`src/rtl/nibble_serial_subtractor.sv`:
```
// Serial WIDTH-bit subtractor: one nibble per clock through a 4-bit carry-lookahead slice.
// Define SUB_OVERFLOW_EN to add the signed-overflow output ovf.
module nibble_serial_subtractor #(
  parameter int WIDTH = 16
) (
  input  logic             clk,
  input  logic             rst,
  input  logic             start,
  input  logic [WIDTH-1:0] a,
  input  logic [WIDTH-1:0] b,
  output logic             busy,
  output logic             done,
  output logic             bout,
`ifdef SUB_OVERFLOW_EN
  output logic             ovf,
`endif
  output logic [WIDTH-1:0] diff
);

  localparam int NIB = WIDTH / 4;
  localparam int KW  = (NIB > 1) ? $clog2(NIB) : 1;
  localparam logic [KW-1:0] LASTK = KW'(NIB - 1);

  typedef enum logic [1:0] {IDLE, RUN, DONE} state_t;

  state_t           state;
  state_t           nextstate;
  logic [WIDTH-1:0] areg;
  logic [WIDTH-1:0] breg;
  logic [KW-1:0]    k;
  logic             c;
  logic             accept;
  logic             lastnib;

  logic [3:0] anib;
  logic [3:0] bnib;
  logic [3:0] g;
  logic [3:0] p;
  logic       c1;
  logic       c2;
  logic       c3;
  logic       c4;
  logic [3:0] s;

  assign accept  = start && (state != RUN);
  assign lastnib = (k == LASTK);

  always_ff @(posedge clk or posedge rst) begin
    if (rst) state <= IDLE;
    else     state <= nextstate;
  end

  always_comb begin
    nextstate = state;
    case (state)
      IDLE:    if (start) nextstate = RUN;
      RUN:     if (lastnib) nextstate = DONE;
      DONE:    nextstate = start ? RUN : IDLE;
      default: nextstate = IDLE;
    endcase
  end

  always_comb begin
    busy = (state == RUN);
    done = (state == DONE);
  end

  // Subtraction as a + ~b + c with c seeded to 1; generate/propagate lookahead for one nibble.
  always_comb begin
    anib = areg[{k, 2'b00} +: 4];
    bnib = ~breg[{k, 2'b00} +: 4];
    g    = anib & bnib;
    p    = anib ^ bnib;
    c1   = g[0] | (p[0] & c);
    c2   = g[1] | (p[1] & g[0]) | (p[1] & p[0] & c);
    c3   = g[2] | (p[2] & g[1]) | (p[2] & p[1] & g[0]) | (p[2] & p[1] & p[0] & c);
    c4   = g[3] | (p[3] & g[2]) | (p[3] & p[2] & g[1]) | (p[3] & p[2] & p[1] & g[0])
         | (&p & c);
    s    = p ^ {c3, c2, c1, c};
  end

  always_ff @(posedge clk or posedge rst) begin
    if (rst) begin
      areg <= '0;
      breg <= '0;
      k    <= '0;
      c    <= 1'b1;
      diff <= '0;
      bout <= 1'b0;
`ifdef SUB_OVERFLOW_EN
      ovf  <= 1'b0;
`endif
    end else if (accept) begin
      areg <= a;
      breg <= b;
      k    <= '0;
      c    <= 1'b1;
      diff <= '0;
      bout <= 1'b0;
`ifdef SUB_OVERFLOW_EN
      ovf  <= 1'b0;
`endif
    end else if (state == RUN) begin
      diff[{k, 2'b00} +: 4] <= s;
      c <= c4;
      k <= k + 1'b1;
      if (lastnib) begin
        bout <= ~c4;
`ifdef SUB_OVERFLOW_EN
        // s[3] is the final sign bit of diff, not yet visible in the register.
        ovf  <= (areg[WIDTH-1] != breg[WIDTH-1]) && (s[3] != areg[WIDTH-1]);
`endif
      end
    end
  end

endmodule

```
`config.mk`:
```
export PLATFORM = sky130hd
export DESIGN_NAME = nibble_serial_subtractor
export DESIGN_NICKNAME = d
export VERILOG_FILES = /design/src/rtl/nibble_serial_subtractor.sv
export SDC_FILE = /design/constraint.sdc
export NUM_CORES = 1
export LEC_CHECK = 0
export ABC_AREA = 1
export CAP_MARGIN = 20
export CORE_ASPECT_RATIO = 1.1
export CORE_MARGIN = 2
export CORE_UTILIZATION = 33
export CTS_CLUSTER_DIAMETER = 100
export CTS_CLUSTER_SIZE = 20
export DETAILED_ROUTE_END_ITERATION = 8
export PLACE_DENSITY = 0.68
export REMOVE_ABC_BUFFERS = 1
export SLEW_MARGIN = 25
export SYNTH_ARGS = -nofsm -noshare
export SYNTH_HDL_FRONTEND = slang
export SYNTH_SLANG_ARGS = --single-unit
```
`constraint.sdc`:
```
create_clock -name clk -period 2 [get_ports clk]
set_clock_uncertainty 0.1 [all_clocks]
set_input_delay 0.3 -clock clk [delete_from_list [all_inputs] [get_ports clk]]
set_output_delay 0.3 -clock clk [all_outputs]
set_load 0.005 [all_outputs]
```
==> results.json, run 1 <==
{
  "drv_slew": 0,
  "finalSetupTns_ns": -1.988,
  "start_util_pct": 33.85,
  "synth-seq-cells": 54,
  "fill_cells": 746,
  "path_depth": 14,
  "via_per_inst": 4.539,
  "synthMuxAreaShare_pct": 0,
  "arrival_ns": 2.34,
  "synth_top_area_cell": "dfrtp_1",
  "cts_buffers": 5,
  "yosysWarnings": 0,
  "crit_path_top_delay_cell": "dfrtp_2",
  "clock_path_buffers": 2,
  "synth_xor_area_share_pct": 0.9394,
  "hold_slack_ns": 0.2375,
  "finalHoldViolCount": 0,
  "p_leak_nw": 1.778,
  "antenna_found_initial": 0,
  "htreeDepth": 2,
  "rows": 34,
  "syn_area_um2": 2664,
  "place_area_um2": 3396,
  "port-buffer-count": 53,
  "synth_compound_area_share_pct": 9.535,
  "peakVddDrop_uv": 977.9,
  "end_kind": "flip-flop",
  "grt_usage_pct": 14.28,
  "synth_top_family_by_area": "simple AND/OR/NAND/NOR gates",
  "hpwl_mm": 4.320,
  "synthSimpleGateAreaFrac_pct": 25.69,
  "use_met3_pct": 3.043,
  "violations": "negative setup slack",
  "ctsRootBufferMaster": "clkbuf_8",
  "rsz0062_at_grt": "yes",
  "dp.cells": 488,
  "rr_worst_depth": 14,
  "critical_path_buf_inv_count": 2,
  "nets": 439,
  "insertedDiodeCount": 0,
  "synth_top_area_share_pct": 49.79,
  "design.die.area_um2": 8808,
  "relSlewSlack_pct": 73.17,
  "syn-instance-count": 323,
  "drive_above_1_share_pct": 20.25,
  "yosysSeqAreaShare_pct": 50.78,
  "drc": 0,
  "gr-usage-met2_pct": 23.30,
  "clk_pin_slew_ns": 0.09,
  "slowest_delay_ns": 0.43,
  "vias": 2283,
  "cts_tree": "done",
  "coreArea_um2": 7870,
  "grt_max_degree": 55,
  "avgSynthCellArea_um2": 8.247,
  "path_class": "reg2reg",
  "fin_crit_ns": 2.181,
  "route.detailed.wl_per_inst_um": 12.05,
  "top_usage_layer": "met2",
  "worst_pin_slew_ns": 0.3998,
  "drt_wl_total_mm": 6.063,
  "cp.required_ns": 2.15,
  "grt_overflow_total": 0,
  "synthToLayoutAreaGrowth_pct": 40.82,
  "drt_first_pass_iters": 5,
  "final_cell_count_no_fill": 503,
  "clk-insertion-delay-late_ns": 0.31,
  "antenna_left": 0,
  "critPathMaxFanout": 6,
  "crit_path_cell_trace": "buf_8, buf_12, o21ai_2, nor2_1, a21oi_1, ha_1, or2_0, nand2_2, nand2_2, nand2_4, nand3_2, nor2_2, nand2_1, nand2_1",
  "grt_pass1_vias": 2259,
  "num_io_pins": 54,
  "min_path_type": "in2async",
  "postLayoutCellArea_um2": 3751,
  "gp_congestion": 0.8556,
  "period_share_pct": 109.1,
  "synth.distinct_cells": 30,
  "grt_pass1_wl_mm": 9.998,
  "die_y_um": 98.23,
  "status": "complete, but fails checks",
  "final.setup.worst_slack_ns": -0.1810,
  "dp_slack_ns": -0.1868,
  "crit_path_start_kind": "flip-flop",
  "power_density_nw_per_um2": 1855,
  "die_x_um": 89.67,
  "yosys-top-cells-area": "dfrtp_1, nand2_1, ha_1",
  "max_freq_ghz": 0.4585,
  "grt.met1_usage_pct": 18.78,
  "finalSetupViolCount": 16,
  "drt_iter0_drc": 88,
  "cp_top_family": "simple AND/OR/NAND/NOR gates",
  "cap_violations": 0,
  "cts.sinks": 54,
  "synth_fa_ha_area_share_pct": 4.979
}
## state kept, by name, indices dropped and copies added (netlist names)
register	cells
areg	16
bout	1
breg	16
c	1
diff	16
k	2
state	2
## cells in the mapped netlist (all sizes together)
| library cell | count |
|---|---|
| a21oi | 7 |
| a32oi | 2 |
| buf | 11 |
| bufinv | 1 |
| dfrtp | 53 |
| dfstp | 1 |
| fa | 1 |
| ha | 9 |
| inv | 33 |
| nand2 | 131 |
| nand3 | 4 |
| nand4 | 4 |
| nor2 | 24 |
| nor3 | 1 |
| o21ai | 31 |
| o22ai | 5 |
| o31ai | 2 |
| or2 | 1 |
| xor2 | 2 |
## final cells by class
class	instances	area, µm²	area share [%]
clock buffers	8	80.08	2.135
inverters	34	146.4	3.903
multi-input cells	224	1280	34.12
flip-flops and latches	54	1354	36.09
well taps	108	135.1	3.602
repair buffers	74	748.2	19.95
repair inverters	1	7.507	0.2001
## kinds of logic (layout without fill, tap and decap cells)
logic type | count (synthesis) | count (layout)
simple gates | 165 | 165
buf+inv | 45 | 117
compound gates | 47 | 47
fa+ha+maj | 10 | 10
flops | 54 | 54
xor+xnor | 2 | 2
## path summary, 6_finish.rpt
kind / startpoint / endpoint / slack, ns
worst max-delay path: k[0] / diff[7] / -0.18
worst min-delay path: rst / diff[12] / 0.24
worst max register to register: k[0] / diff[7] / -0.18
worst min register to register: areg[13] / areg[13] / 0.39
max in group asynchronous: rst / c / 1.26
min in group clk: areg[13] / areg[13] / 0.39
## worst register-to-register path: cells and delay by family (launching register included)
kind                       cells  cell delay, ns
DFF                            1            0.43
buffers and inverters          2            0.28
and+or+nand+nor                9            0.83
adders and majority gates      1            0.26
AOI/OAI and AO/OA              2            0.23
## routing by layer
layer / vias up / routed length [µm] / part of all wire, %
li1: 1159 / - / -
met1: 1056 / 2654 / 44
met2: 60 / 3040 / 50
met3: 8 / 281 / 4.6
met4: 0 / 86 / 1.4
met5: - / 0 / 0
## through the flow
step | power (mW) | util, %
finish | 6.959 | 47.66
global route | 7.539 | 47.66
CTS | 6.319 | 46.14
detailed placement | 5.225 | 43.15
global placement | 5.149 | 43.15
floorplan | 3.992 | -
## cell usage in the layout (no fill, tap or decap), types with 3 or more instances in the layout
master / count
nand2_1: 120
clkdlybuf4s50_1: 53
dfrtp_1: 52
inv_1: 26
nor2_1: 18
o21ai_1: 15
buf_4: 15
o21ai_0: 9
nand2_2: 8
o21ai_2: 7
ha_1: 7
inv_2: 5
nor2_2: 5
clkbuf_8: 5
a21oi_1: 4
nand2_4: 3
nand4_1: 3
o22ai_2: 3
clkbuf_1: 3
## power breakdown
part / switching [mW] / leakage, nW / internal, mW
Combinational: 2.51 / 1.05 / 2.03
Sequential: 0.271 / 0.689 / 1.56
Clock: 0.333 / 0.0395 / 0.250
## timing repair
action,CTS,global route
hold buffers,0,0
buffers inserted,4,1
cloned,2,0
gates resized for setup,30,24
endpoints found under the setup margin,16,18
pin swaps,15,13
Note: power is estimated with default switching activity, not from simulation.
==> run 2: changes to the inputs <==
--- a/config.mk
+++ b/config.mk
@@ -13,8 +13,9 @@
 export CTS_CLUSTER_DIAMETER = 100
 export CTS_CLUSTER_SIZE = 20
 export DETAILED_ROUTE_END_ITERATION = 8
-export PLACE_DENSITY = 0.68
+export PLACE_DENSITY = 0.66
 export REMOVE_ABC_BUFFERS = 1
+export SKIP_LAST_GASP = 1
 export SLEW_MARGIN = 25
 export SYNTH_ARGS = -nofsm -noshare
 export SYNTH_HDL_FRONTEND = slang
==> constraint.sdc (replaced) <==
create_clock -name clk -period 2.8 [get_ports clk]
set_clock_uncertainty 0.1 [all_clocks]
set_input_delay 0.42 -clock clk [delete_from_list [all_inputs] [get_ports clk]]
set_output_delay 0.42 -clock clk [all_outputs]
set_load 0.005 [all_outputs]
==> run 2 against run 1 <==
The run now ends clean; register-to-register slack gained 0.57 ns; worst setup slack improved by 0.57 ns; global-route usage about the same; via count down 5.4%; clock-buffer cell count decreased by 2; non-clock buffer count is 17 lower; die area stayed put; worst hold slack gained 0.15 ns; design area decreased by 9.8%; sequential share of layout area up 3.9 points; total power shrank 43%; first-iteration DRC count is 10% higher.
==> results.json, run 2 (synthesized netlist as in run 1, its figures left out) <==
{
  "route.detailed.wl_per_inst_um": 11.60,
  "grt_pass1_vias": 2184,
  "seqCellArea_um2": 1353,
  "worst_pin_slew_ns": 0.6733,
  "clock_path_buffers": 2,
  "num_io_pins": 54,
  "power_frac_seq_pct": 33.5,
  "synthToLayoutAreaGrowth_pct": 27.01,
  "clk_pin_slew_ns": 0.10,
  "hold_slack_ns": 0.3907,
  "grt_max_degree": 55,
  "drc": 0,
  "layout_common_cells": "nand2_1, dfrtp_1, clkdlybuf4s50_1",
  "dp_slack_ns": 0.4116,
  "multi_input_area_um2": 1096,
  "crit_path_end": "diff[6]",
  "drive_above_1_share_pct": 8.223,
  "fin_crit_ns": 2.416,
  "relSlewSlack_pct": 55.12,
  "rr_startpoint": "k[1]",
  "grt_overflow_total": 0,
  "p_int_mw": 2.192,
  "antenna_left": 0,
  "fill_cells": 840,
  "peakVddDrop_uv": 410.7,
  "start_util_pct": 33.85,
  "fin_util_pct": 42.99,
  "die_x_um": 89.67,
  "p_sw_share_pct": 44.60,
  "antenna_found_initial": 0,
  "r2r_slack_ns": 0.38,
  "reg2reg_to": "diff[6]",
  "rsz0062_at_grt": "no",
  "drt_iter0_drc": 97,
  "htreeDepth": 2,
  "period_share_pct": 86.27,
  "drv_slew": 0,
  "power_density_nw_per_um2": 1170,
  "final.setup.worst_slack_ns": 0.3843,
  "p_clk_share_pct": 11.4,
  "via_per_inst": 4.454,
  "critPathMaxFanout": 13,
  "min_path_type": "reg2reg",
  "final_common_cell": "nand2_1",
  "nets": 421,
  "crit_start": "k[1]",
  "p_comb_share_pct": 55.1,
  "drt_first_pass_iters": 4,
  "clk-insertion-delay-late_ns": 0.31,
  "crit_path_start_kind": "flip-flop",
  "max_freq_ghz": 0.4140,
  "p_leak_nw": 1.646,
  "vias": 2160,
  "coreArea_um2": 7870,
  "insertedDiodeCount": 0,
  "finalSetupTns_ns": 0,
  "rr_worst_depth": 10,
  "drt_wl_total_mm": 5.626,
  "design.die.area_um2": 8808,
  "cts_resized": 0,
  "cp.required_ns": 2.95,
  "finalSetupViolCount": 0,
  "port-buffer-count": 53,
  "path_class": "reg2reg",
  "hpwl_mm": 4.247,
  "rows": 34,
  "ctsRootBufferMaster": "clkbuf_8",
  "finalHoldViolCount": 0,
  "post-cts-setup-buffers": 0,
  "cts_tree": "done",
  "cts.sinks": 54,
  "end_kind": "flip-flop",
  "grt_usage_pct": 14.31,
  "grt_pass1_wl_mm": 9.894,
  "arrival_ns": 2.57,
  "cts_buffers": 5,
  "holdBufCountCts": 0,
  "cap_violations": 0,
  "die_y_um": 98.23,
  "reg_top3": "areg x16, breg x16, diff x16",
  "status": "completed",
  "gp_congestion": 0.8962,
  "switching_power_mw": 1.765
}
==> run 2: changes by cell type in the layout (fill, tap and decap cells not counted), moves of 6 or more <==
cell     change
nand2_2      -6
buf_4       -11
o21ai_2      -7
o21ai_0      +6
nand2_1      +7
==> run 2: final cells by class <==
class                      instances  area share, %
multi-input combinational        224          32.40
clock inverter                     2         0.3698
timing repair buffer              57          16.57
inverter                          34          4.253
clock buffer                       6          2.441
sequential                        54          39.98
tap                              108          3.994
==> run 2: per-stage QoR <==
stage | area (µm²) | std cells | power [mW]
after floorplan | 2592 | 312 | 2.852
after global placement | 3288 | 477 | 3.497
after detailed placement | 3288 | 477 | 3.532
after CTS | 3383 | 485 | 3.991
after global routing | 3383 | 485 | 4.369
final | 3383 | 485 | 3.957
==> run 2: worst max-delay path, stage by stage (launching register included) <==
cell and delay, ns:
dfrtp_1 0.51, inv_1 0.34, a21oi_1 0.07, a32oi_1 0.25, inv_1 0.11, ha_1 0.30
nand3_1 0.07, nand2_1 0.11, xor2_2 0.23, nand4_1 0.17, nand2_1 0.09
==> run 2: power by group through the flow <==
stage	Sequential [mW]	Combinational [mW]	Clock (mW)
6_report	1.33	2.18	0.452
5_1_grt	1.37	2.51	0.490
4_1_cts	1.33	2.20	0.464
3_5_place_dp	1.34	2.19	0
3_3_place_gp	1.34	2.16	0
2_1_floorplan	1.31	1.54	0
==> run 2: how the worst min path moves through the flow <==
stage               end  cells after the start     start
2_1_floorplan  areg[11]                      2  areg[11]
5_1_grt        breg[13]                      2  breg[13]
6_report       breg[11]                      2  breg[11]
3_3_place_gp   breg[11]                      2  breg[11]
4_1_cts        breg[11]                      2  breg[11]
3_5_place_dp   breg[11]                      2  breg[11]
==> run 2: per-layer routing <==
metal | global-route usage (%) | up-vias | wire length [µm]
li1 | - | 1115 | -
met1 | 19.39 | 984 | 2622
met2 | 22.29 | 52 | 2645
met3 | 3.381 | 9 | 255
met4 | 4.937 | 0 | 102
met5 | 0 | - | 0
==> run 3: changes to the inputs <==
==> constraint.sdc (replaced) <==
create_clock -name clk -period 2.39 [get_ports clk]
set_clock_uncertainty 0.1 [all_clocks]
set_input_delay 0.239 -clock clk [delete_from_list [all_inputs] [get_ports clk]]
set_output_delay 0.239 -clock clk [all_outputs]
set_load 0.005 [all_outputs]
==> run 3 against run 2 <==
Via count is 2.9% higher; non-clock buffer count is 7 higher; clock power increased by 38%; die area is the same; worst setup slack worse by 0.20 ns; sequential cell count unchanged; clock-buffer cell count decreased by 1; wire length rose by 2.4%; sequential share of layout area shrank 1.4 points; total power is 26% higher.
==> results.json, run 3 (synthesized netlist as in run 1, its figures left out) <==
{
  "drt_iter0_drc": 68,
  "cap_violations": 0,
  "port-buffer-count": 53,
  "synthToLayoutAreaGrowth_pct": 31.94,
  "clk-insertion-delay-late_ns": 0.31,
  "min_path_type": "in2async",
  "layout_common_cells": "nand2_1, clkdlybuf4s50_1, dfrtp_1",
  "antenna_left": 0,
  "htreeDepth": 2,
  "start_util_pct": 33.85,
  "drv_slew": 0,
  "fill_cells": 786,
  "nets": 429,
  "crit_path_cell_trace": "buf_4, o21ai_0, nor2_1, a21oi_1, ha_2, a21oi_2, nand2_1, xor2_2, nand2_1, o21ai_1",
  "grt_usage_pct": 13.94,
  "die_y_um": 98.23,
  "critical_path_buf_inv_count": 1,
  "via_per_inst": 4.507,
  "final_common_cell": "nand2_1",
  "clk_pin_slew_ns": 0.11,
  "drive_above_1_share_pct": 11.95,
  "route.detailed.wl_per_inst_um": 11.68,
  "rows": 34,
  "hpwl_mm": 4.408,
  "path_class": "reg2reg",
  "power_density_nw_per_um2": 1417,
  "grt_pass1_wl_mm": 9.832,
  "drt_wl_total_mm": 5.760,
  "die_x_um": 89.67,
  "drc": 0,
  "crit_top_cell": "nand2_1",
  "cts_tree": "done",
  "vias": 2222,
  "multi_input_area_um2": 1117,
  "cp_top_family": "compound AO/OA/AOI/OAI gates",
  "reg_top3": "areg x16, breg x16, diff x16",
  "antenna_found_initial": 0,
  "relSlewSlack_pct": 67.70,
  "hold_slack_ns": 0.1570,
  "holdBufCountCts": 0,
  "grt_pass1_vias": 2270,
  "coreArea_um2": 7870,
  "r2r_slack_ns": 0.18,
  "finalHoldViolCount": 0,
  "insertedDiodeCount": 0,
  "crit_path_start_kind": "flip-flop",
  "rr_startpoint": "k[0]",
  "rsz0062_at_grt": "no",
  "gp_congestion": 0.8620,
  "slowest_delay_ns": 0.47,
  "cts_buffers": 5,
  "finalSetupTns_ns": 0,
  "p_leak_nw": 1.694,
  "num_io_pins": 54,
  "worst_pin_slew_ns": 0.4837,
  "rr_worst_depth": 10,
  "ctsRootBufferMaster": "clkbuf_8",
  "drt_first_pass_iters": 4,
  "status": "completed",
  "max_freq_ghz": 0.4528,
  "finalSetupViolCount": 0,
  "cts.sinks": 54,
  "period_share_pct": 92.41,
  "critPathMaxFanout": 12,
  "reg2reg_to": "diff[10]",
  "cp.required_ns": 2.52,
  "clock_path_buffers": 2,
  "end_kind": "flip-flop",
  "grt_overflow_total": 0,
  "crit_path_top_delay_cell": "dfrtp_2",
  "arrival_ns": 2.34,
  "design.die.area_um2": 8808,
  "fin_crit_ns": 2.209,
  "peakVddDrop_uv": 572.3,
  "seqCellArea_um2": 1355,
  "grt_max_degree": 35
}
## run 3: per-layer routing
layer  wire length, µm  share of wire, %  track usage [%]
met5                 0                 0                0
met4                83               1.4            4.018
met3               275               4.8            2.874
met2              2749                48            23.30
met1              2651                46            17.98
## run 3: cell type report
cell class	count	share of cell area, %
Tap cell	108	3.845
Inverter	34	4.201
Clock inverter	3	1.353
Multi-Input combinational cell	224	31.79
Sequential cell	54	38.55
Clock buffer	5	1.958
Timing Repair Buffer	64	18.16
Timing Repair inverter	1	0.1424
## run 3: stage by stage
| step | setup slack (ns) | util [%] | cells | cell area, µm² | power [mW] |
|---|---|---|---|---|---|
| after floorplan | 0.02288 | - | 312 | 2592 | 3.341 |
| after global placement | 0.1514 | 42.58 | 482 | 3351 | 4.208 |
| after detailed placement | 0.1560 | 42.58 | 482 | 3351 | 4.273 |
| after CTS | 0.1377 | 44.05 | 490 | 3467 | 4.916 |
| after global routing | 0.006916 | 44.66 | 493 | 3515 | 5.440 |
| final | 0.1815 | 44.66 | 493 | 3515 | 4.980 |
## run 3: worst max-delay path by stage
stage               startpoint       end  slack (ns)  cells after the start
finish                    k[0]  diff[10]        0.18                     10
global route              k[0]  diff[10]       0.007                     10
CTS                       k[1]   diff[5]        0.14                      9
detailed placement        k[1]   diff[5]        0.16                      9
global placement          k[1]   diff[5]        0.15                      9
floorplan                 k[0]  diff[15]        0.02                     12
## run 3: worst register-to-register path: cells and delay by family, from the launching register on
family	cells	cell delay (ns)
adders and majority gates	1	0.33
DFF	1	0.47
buffers and inverters	1	0.19
AOI/OAI and AO/OA	4	0.54
xor gates and xnor gates	1	0.26
and+or+nand+nor	3	0.24
## run 3: repair_timing
| item | CTS | global route |
|---|---|---|
| gates resized for setup | 0 | 7 |
| setup endpoints to repair | 0 | 5 |
| setup buffers | 0 | 2 |
## run 3: where the power goes
| part | leakage (nW) | internal, mW | switching, mW |
|---|---|---|---|
| sequential | 0.688 | 1.31 | 0.224 |
| clock | 0.0587 | 0.318 | 0.308 |
| combinational | 0.948 | 1.17 | 1.65 |
